===== src/rtl/mem_access_unit_pkg.sv =====
// Shared pipeline types for the MEM stage: EX/MEM and MEM/WB bundles,
// access-size encoding and the MEM-stage state enum.
package mem_access_unit_pkg;

  localparam int DEFAULT_MMIO_BIT = 31;

  typedef enum logic [2:0] {
    MSize_zero   = 3'd0,
    MSize_8bits  = 3'd1,
    MSize_16bits = 3'd2,
    MSize_32bits = 3'd3,
    MSize_64bits = 3'd4
  } MemSizeType;

  typedef enum logic {
    MAU_IDLE,
    MAU_ACCESS
  } mau_state_t;

  typedef struct packed {
    logic       RegWrite;
    logic       MemRead;
    logic       MemWrite;
    MemSizeType MemSize;
  } control_t;

  typedef struct packed {
    logic [63:0] pc;
    logic [31:0] raw_instr;
    control_t    ctl;
    logic [4:0]  dst;
    logic [63:0] alu_out;
    logic [63:0] MemWriteData;
    logic [11:0] csr;
    logic [63:0] csr_rdata;
    logic        valid;
  } execute_data_t;

  typedef struct packed {
    logic [63:0] pc;
    logic [31:0] raw_instr;
    control_t    ctl;
    logic [4:0]  dst;
    logic [63:0] alu_out;
    logic [11:0] csr;
    logic [63:0] csr_rdata;
    logic [63:0] MemReadData;
    logic        skip;
    logic        valid;
  } memory_data_t;

endpackage


===== src/rtl/mem_access_unit_load_align.sv =====
// Combinational load alignment: shifts the raw 64-bit bus word down to the
// addressed byte lane, truncates to the access size and sign/zero-extends.
module load_data_align
  import mem_access_unit_pkg::*;
(
  input  logic [63:0] dresp_data,
  input  logic [2:0]  off,
  input  MemSizeType  mem_size,
  input  logic        is_unsigned,
  output logic [63:0] result
);

  logic [63:0] shifted;

  assign shifted = dresp_data >> {off, 3'b000};

  always_comb begin
    result = shifted;
    case (mem_size)
      MSize_8bits:  result = {{56{~is_unsigned & shifted[7]}},  shifted[7:0]};
      MSize_16bits: result = {{48{~is_unsigned & shifted[15]}}, shifted[15:0]};
      MSize_32bits: result = {{32{~is_unsigned & shifted[31]}}, shifted[31:0]};
      default:      result = shifted;
    endcase
  end

endmodule


===== src/rtl/mem_access_unit.sv =====
// MEM stage: issues data-bus requests for loads/stores, waits for completion
// and hands an aligned, extended result bundle to WB.
module mem_access_unit
  import mem_access_unit_pkg::*;
#(
  parameter int MMIO_BIT = DEFAULT_MMIO_BIT
) (
  input  logic          clk,
  input  logic          reset_n,
  input  execute_data_t ex_in,
  input  logic          ex_valid,
  output logic          ex_ready,
  output memory_data_t  mem_out,
  output logic          mem_valid,
  input  logic          wb_ready,
  output logic          misalign,
  output logic          dreq_valid,
  output logic [63:0]   dreq_addr,
  output MemSizeType    dreq_size,
  output logic [7:0]    dreq_strobe,
  output logic [63:0]   dreq_data,
  input  logic          dresp_addr_ok,
  input  logic          dresp_data_ok,
  input  logic [63:0]   dresp_data
);

  function automatic logic [3:0] size_bytes(input MemSizeType s);
    case (s)
      MSize_8bits:  return 4'd1;
      MSize_16bits: return 4'd2;
      MSize_32bits: return 4'd4;
      MSize_64bits: return 4'd8;
      default:      return 4'd0;
    endcase
  endfunction

  function automatic logic is_misaligned(input logic [2:0] off, input MemSizeType s);
    case (s)
      MSize_16bits: return off[0];
      MSize_32bits: return |off[1:0];
      MSize_64bits: return |off;
      default:      return 1'b0;
    endcase
  endfunction

  function automatic memory_data_t build_out(input execute_data_t e, input logic [63:0] rdata,
                                             input logic mem_op);
    memory_data_t m;
    m             = '0;
    m.pc          = e.pc;
    m.raw_instr   = e.raw_instr;
    m.ctl         = e.ctl;
    m.dst         = e.dst;
    m.alu_out     = e.alu_out;
    m.csr         = e.csr;
    m.csr_rdata   = e.csr_rdata;
    m.MemReadData = rdata;
    m.skip        = mem_op & ~e.alu_out[MMIO_BIT];
    m.valid       = e.valid;
    return m;
  endfunction

  mau_state_t    state_reg, state_next;
  execute_data_t req_reg;
  memory_data_t  mem_out_reg, mem_out_next;
  logic          mem_valid_reg, misalign_reg, misalign_next;
  logic          req_load, load_out;
  logic          out_free, accept, ex_is_mem, ex_misaligned;
  logic [2:0]    req_off;
  logic [3:0]    req_bytes;
  logic [7:0]    strobe_lanes;
  logic [63:0]   load_data;
  logic          unused_addr_ok;

  // Address acceptance carries no meaning here; only data_ok closes a transaction.
  assign unused_addr_ok = dresp_addr_ok;

  assign out_free      = ~mem_valid_reg | wb_ready;
  assign ex_ready      = (state_reg == MAU_IDLE) & out_free;
  assign accept        = ex_valid & ex_ready;
  // An illegal size demotes a memory op to a plain pass-through.
  assign ex_is_mem     = (ex_in.ctl.MemRead | ex_in.ctl.MemWrite) & (ex_in.ctl.MemSize != MSize_zero);
  assign ex_misaligned = is_misaligned(ex_in.alu_out[2:0], ex_in.ctl.MemSize);

  assign req_off   = req_reg.alu_out[2:0];
  assign req_bytes = size_bytes(req_reg.ctl.MemSize);

  for (genvar gi = 0; gi < 8; gi++) begin : g_strobe
    assign strobe_lanes[gi] = ({1'b0, req_off} <= 4'(gi)) && (4'(gi) < ({1'b0, req_off} + req_bytes));
  end

  assign dreq_valid  = (state_reg == MAU_ACCESS);
  assign dreq_addr   = req_reg.alu_out;
  assign dreq_size   = req_reg.ctl.MemSize;
  assign dreq_strobe = (dreq_valid & req_reg.ctl.MemWrite) ? strobe_lanes : 8'h00;
  assign dreq_data   = req_reg.MemWriteData << {req_off, 3'b000};

  load_data_align u_align (
    .dresp_data  (dresp_data),
    .off         (req_off),
    .mem_size    (req_reg.ctl.MemSize),
    .is_unsigned (req_reg.raw_instr[14]),
    .result      (load_data)
  );

  always_comb begin
    state_next    = state_reg;
    req_load      = 1'b0;
    load_out      = 1'b0;
    mem_out_next  = mem_out_reg;
    misalign_next = 1'b0;
    case (state_reg)
      MAU_IDLE: begin
        if (accept) begin
          if (ex_is_mem && !ex_misaligned) begin
            req_load   = 1'b1;
            state_next = MAU_ACCESS;
          end else begin
            load_out      = 1'b1;
            mem_out_next  = build_out(ex_in, 64'd0, ex_is_mem);
            misalign_next = ex_is_mem & ex_misaligned;
          end
        end
      end
      MAU_ACCESS: begin
        // Output register was free at accept and nothing refilled it since.
        if (dresp_data_ok) begin
          load_out     = 1'b1;
          state_next   = MAU_IDLE;
          mem_out_next = build_out(req_reg, req_reg.ctl.MemRead ? load_data : 64'd0, 1'b1);
        end
      end
      default: state_next = MAU_IDLE;
    endcase
  end

  always_ff @(posedge clk or negedge reset_n) begin
    if (!reset_n) begin
      state_reg     <= MAU_IDLE;
      req_reg       <= '0;
      mem_out_reg   <= '0;
      mem_valid_reg <= 1'b0;
      misalign_reg  <= 1'b0;
    end else begin
      state_reg <= state_next;
      if (req_load) req_reg <= ex_in;
      if (load_out) begin
        mem_out_reg   <= mem_out_next;
        misalign_reg  <= misalign_next;
        mem_valid_reg <= 1'b1;
      end else if (wb_ready) begin
        mem_valid_reg <= 1'b0;
      end
    end
  end

  assign mem_out   = mem_out_reg;
  assign mem_valid = mem_valid_reg;
  assign misalign  = misalign_reg;

endmodule

===== config.mk =====
export PLATFORM = sky130hd
export DESIGN_NAME = mem_access_unit
export DESIGN_NICKNAME = d
export VERILOG_FILES = /design/src/rtl/mem_access_unit_pkg.sv /design/src/rtl/mem_access_unit_load_align.sv /design/src/rtl/mem_access_unit.sv
export SDC_FILE = /design/constraint.sdc
export NUM_CORES = 1
export LEC_CHECK = 0
export ABC_AREA = 0
export BUFFER_PORTS_ARGS = -buffer_cell sky130_fd_sc_hd__buf_2
export CAP_MARGIN = 0
export CORE_AREA = 2 2 322 324
export CTS_CLUSTER_DIAMETER = 60
export DETAILED_ROUTE_END_ITERATION = 8
export DIE_AREA = 0 0 324 326
export MAX_ROUTING_LAYER = met4
export PLACE_DENSITY = 0.61
export SYNTH_ARGS = -nofsm -noshare
export SYNTH_HDL_FRONTEND = slang
export SYNTH_SLANG_ARGS = --single-unit
export TNS_END_PERCENT = 100

===== constraint.sdc =====
create_clock -name clk -period 2.7 [get_ports clk]
set_clock_uncertainty 0.1 [all_clocks]
set_input_delay 0.27 -clock clk [delete_from_list [all_inputs] [get_ports clk]]
set_output_delay 0.27 -clock clk [all_outputs]
set_load 0.005 [all_outputs]

==> flow_summary_export.csv <==
group,metric,value,unit
outcome,status,"complete, but fails checks",
outcome,violations,"setup timing",
drt,wl_per_cell,20.22,um
pwr,p_per_area,1056,nW/um^2
global_route,grt_max_degree,99,
sta,fin_crit,3.119,ns
yosys,yosysWarnings,0,
yosys,ys.flop_type,"dfrtp_1",
floorplan,fp.dieW,324,um
floorplan,dieArea,105600,sq um
global_route,grt_pass1_vias,25072,
drt,firstDrtPassIters,5,
drt,num_vias,24451,
drt,drcViolationCount,0,
layout,final_cell_mix,"buf_2, dfrtp_1, nand2_1",
floorplan,io_pins,838,
hold_path,min_to,"mem_out[60]",
yosys,netlist_instances,2594,
pwr,p_leak,19.77,nW
layout,layout_commonest_cell,"buf_2",
run,maxCapViolations,0,
layout,final_nets,4090,
pwr,irDropWorstVdd,654.2,uV
worst_setup_path,cp.required,2.33,ns
yosys,ys_ff_latch,628,
clock_network,cts_buffer_depth,3,
placement,gp_congestion,0.9436,
floorplan,core_area,102600,sq um
yosys,ys_types,51,
clock_network,cts_buffers,78,
hold_path,worstHoldPathCells,5,
worst_setup_path,critPathLaunchType,"register",
pwr,total_power,44.66,mW
worst_setup_path,crit_type,"register to output port",
worst_setup_path,critPathSlowestCell,"or3_4",
hold_path,worst_hold_startpoint,"dresp_data[58]",
worst_setup_path,slowest_delay,0.42,ns
layout,utilization,0.4120,
worst_setup_path,worstRegToRegCells,8,
worst_setup_path,arrival,2.75,ns
global_route,grt_pass1_wl,152.8,mm
yosys,syn_avg_cell_area,11.46,sq um
drt,via_per_inst,4.745,
yosys,syn_nets,2980,
clock_network,cts_tree,"done",
placement,io_buffers,836,
yosys,yosysSeqAreaShare,0.5287,
worst_setup_path,r2r-start,"dreq_addr[0]",
yosys,synth_edf_count,0,
worst_setup_path,reg2reg_slack,0,ns
layout,syn2layout_area_growth,42.22,%
sta,setup_viol_count_final,39,
clock_network,cts.clk_slew.worst_paths,0.06,ns
sta,maxSlewViolCount,0,
worst_setup_path,cp_cell_sequence,"or3_4 > inv_4 > ha_4 > fa_2 > xor2_2 > buf_4 > nand2_1 > a221oi_2 > buf_2",
drt,routed_wl,104.2,mm
layout,layout-drive-gt1-share,0.3463,
clock_network,clk_latency,0.63,ns
sta,final.setup.tns,-3.737,ns
sta,final.period_utilization,1.155,
worst_setup_path,r2r_end,"mem_out[10]",
global_route,track_usage,0.1943,
global_route,gr-total-overflow,0,
sta,fin_ws,-0.4188,ns
clock_network,cts_sinks,628,
layout,nFillCells,9834,
sta,worstMarginPinSlew,0.8298,ns
worst_setup_path,cp-end-kind,"output port",
floorplan,initial_core_util,0.2897,
yosys,synthArstFlopShare,1.000,
placement,pre_cts_ws,-0.1167,ns
sta,rsz0062_at_grt,"true",
global_route,antenna_found_initial,12,
drt,postRouteAntennaNets,0,
yosys,synth_area,29730,sq um
sta,slew_headroom,0.4468,
worst_setup_path,crit_fanout,4,
sta,hold_ws,0.06841,ns
layout,largest_register_ffs,313,
drt,drt_iter0_markers,1405,
sta,hold_viol_final,0,
hold_path,hold_class,"input pin to register",
clock_network,htreeDepth,3,
floorplan,fp-row-count,118,
placement,dpl.hpwl,74.57,mm
clock_network,root_buffer,"clkbuf_16",
sta,max_freq,320.6,MHz
floorplan,die_y,326,um
## cell usage after synthesis (4+ instances only)
| master | n | share of area |
|---|---|---|
| nor3_1 | 4 | 0.00067 |
| buf_2 | 39 | 0.0066 |
| mux2_2 | 81 | 0.031 |
| o211ai_1 | 7 | 0.0018 |
| clkbuf_1 | 110 | 0.014 |
| buf_6 | 7 | 0.0027 |
| inv_1 | 11 | 0.0014 |
| nand2_1 | 358 | 0.045 |
| o21ai_0 | 82 | 0.014 |
| a21oi_1 | 42 | 0.0071 |
| buf_1 | 11 | 0.0014 |
| nand2b_1 | 22 | 0.0046 |
| nor2b_1 | 29 | 0.0061 |
| mux2i_1 | 333 | 0.11 |
| nand3_1 | 7 | 0.0012 |
| a22oi_1 | 10 | 0.0025 |
| o21ai_1 | 254 | 0.043 |
| dfrtp_1 | 628 | 0.53 |
| o21ai_2 | 20 | 0.0059 |
| o22ai_1 | 33 | 0.0069 |
| buf_4 | 95 | 0.024 |
| a211oi_1 | 23 | 0.0058 |
| mux2_1 | 269 | 0.10 |
| nor2_1 | 65 | 0.0082 |
| mux4_2 | 16 | 0.012 |
## through the flow
stage               std cells  cell area [sq um]
floorplan                2594              29730
global placement         4665              35540
detailed placement       4665              35540
CTS                      5129              41590
global route             5151              42270
finish                   5153              42280
## routing by layer
layer	vias to the layer above	global-route usage	share of wire
met4	0	0.08897	0.046
met2	878	0.3168	0.49
met3	216	0.04495	0.064
li1	11313	-	-
met5	-	-	0
met1	12044	0.2264	0.40
## kinds of logic after synthesis
kind of cell	synth area share
buffers and inverters	0.05000
flip-flops	0.5287
adder cells (fa/ha/maj)	0.001936
AND/OR/NAND/NOR	0.06928
AO/OA/AOI/OAI	0.09210
XOR/XNOR	0.001179
multiplexers	0.2568
## timing repair
action / in CTS / in global routing
buffers inserted: 4 / 7
endpoints found under the hold margin: 612 / 0
pin swaps: 13 / 25
cloned: 1 / 7
gates resized for setup: 55 / 108
setup endpoints to repair: 60 / 56
hold buffers: 320 / 0
## power breakdown
part | internal (mW) | switching [mW]
Combinational | 8.56 | 9.73
Clock | 5.98 | 4.36
Sequential | 13.5 | 2.56
Total | 28.0 | 16.7
## how the worst max path moves through the flow
stage                             from             end  slack [ns]  cells past startpoint
after floorplan           dreq_size[0]  dreq_strobe[0]        0.11                      9
after global placement    dreq_size[2]  dreq_strobe[0]       -0.16                      9
after detailed placement  dreq_size[0]  dreq_strobe[0]       -0.12                     10
after CTS                 dreq_size[2]  dreq_strobe[6]       -0.41                      9
after global routing      dreq_size[0]  dreq_strobe[5]       -0.53                     10
final                     dreq_size[2]  dreq_strobe[5]       -0.42                      9
## area by class of cell
cell class / instances / area, sq um / area share
antenna: 10 / 25.02 / 0.0005919
clock buffer: 106 / 2148 / 0.05082
clock inverter: 33 / 387.9 / 0.009175
inverter: 12 / 47.55 / 0.001125
multi-input combinational: 1692 / 13140 / 0.3108
sequential: 628 / 15730 / 0.3721
tap: 1380 / 1727 / 0.04084
timing repair buffer: 1292 / 9072 / 0.2146
## critical path: cells and delay by family, from the launching register on
family | cells | cell delay (ns)
simple gates | 2 | 0.49
xor+xnor | 1 | 0.17
compound gates | 1 | 0.33
flops | 1 | 0.40
buf+inv | 3 | 0.41
fa+ha+maj | 2 | 0.34
No activity file was read; power rests on OpenSTA's default activity.
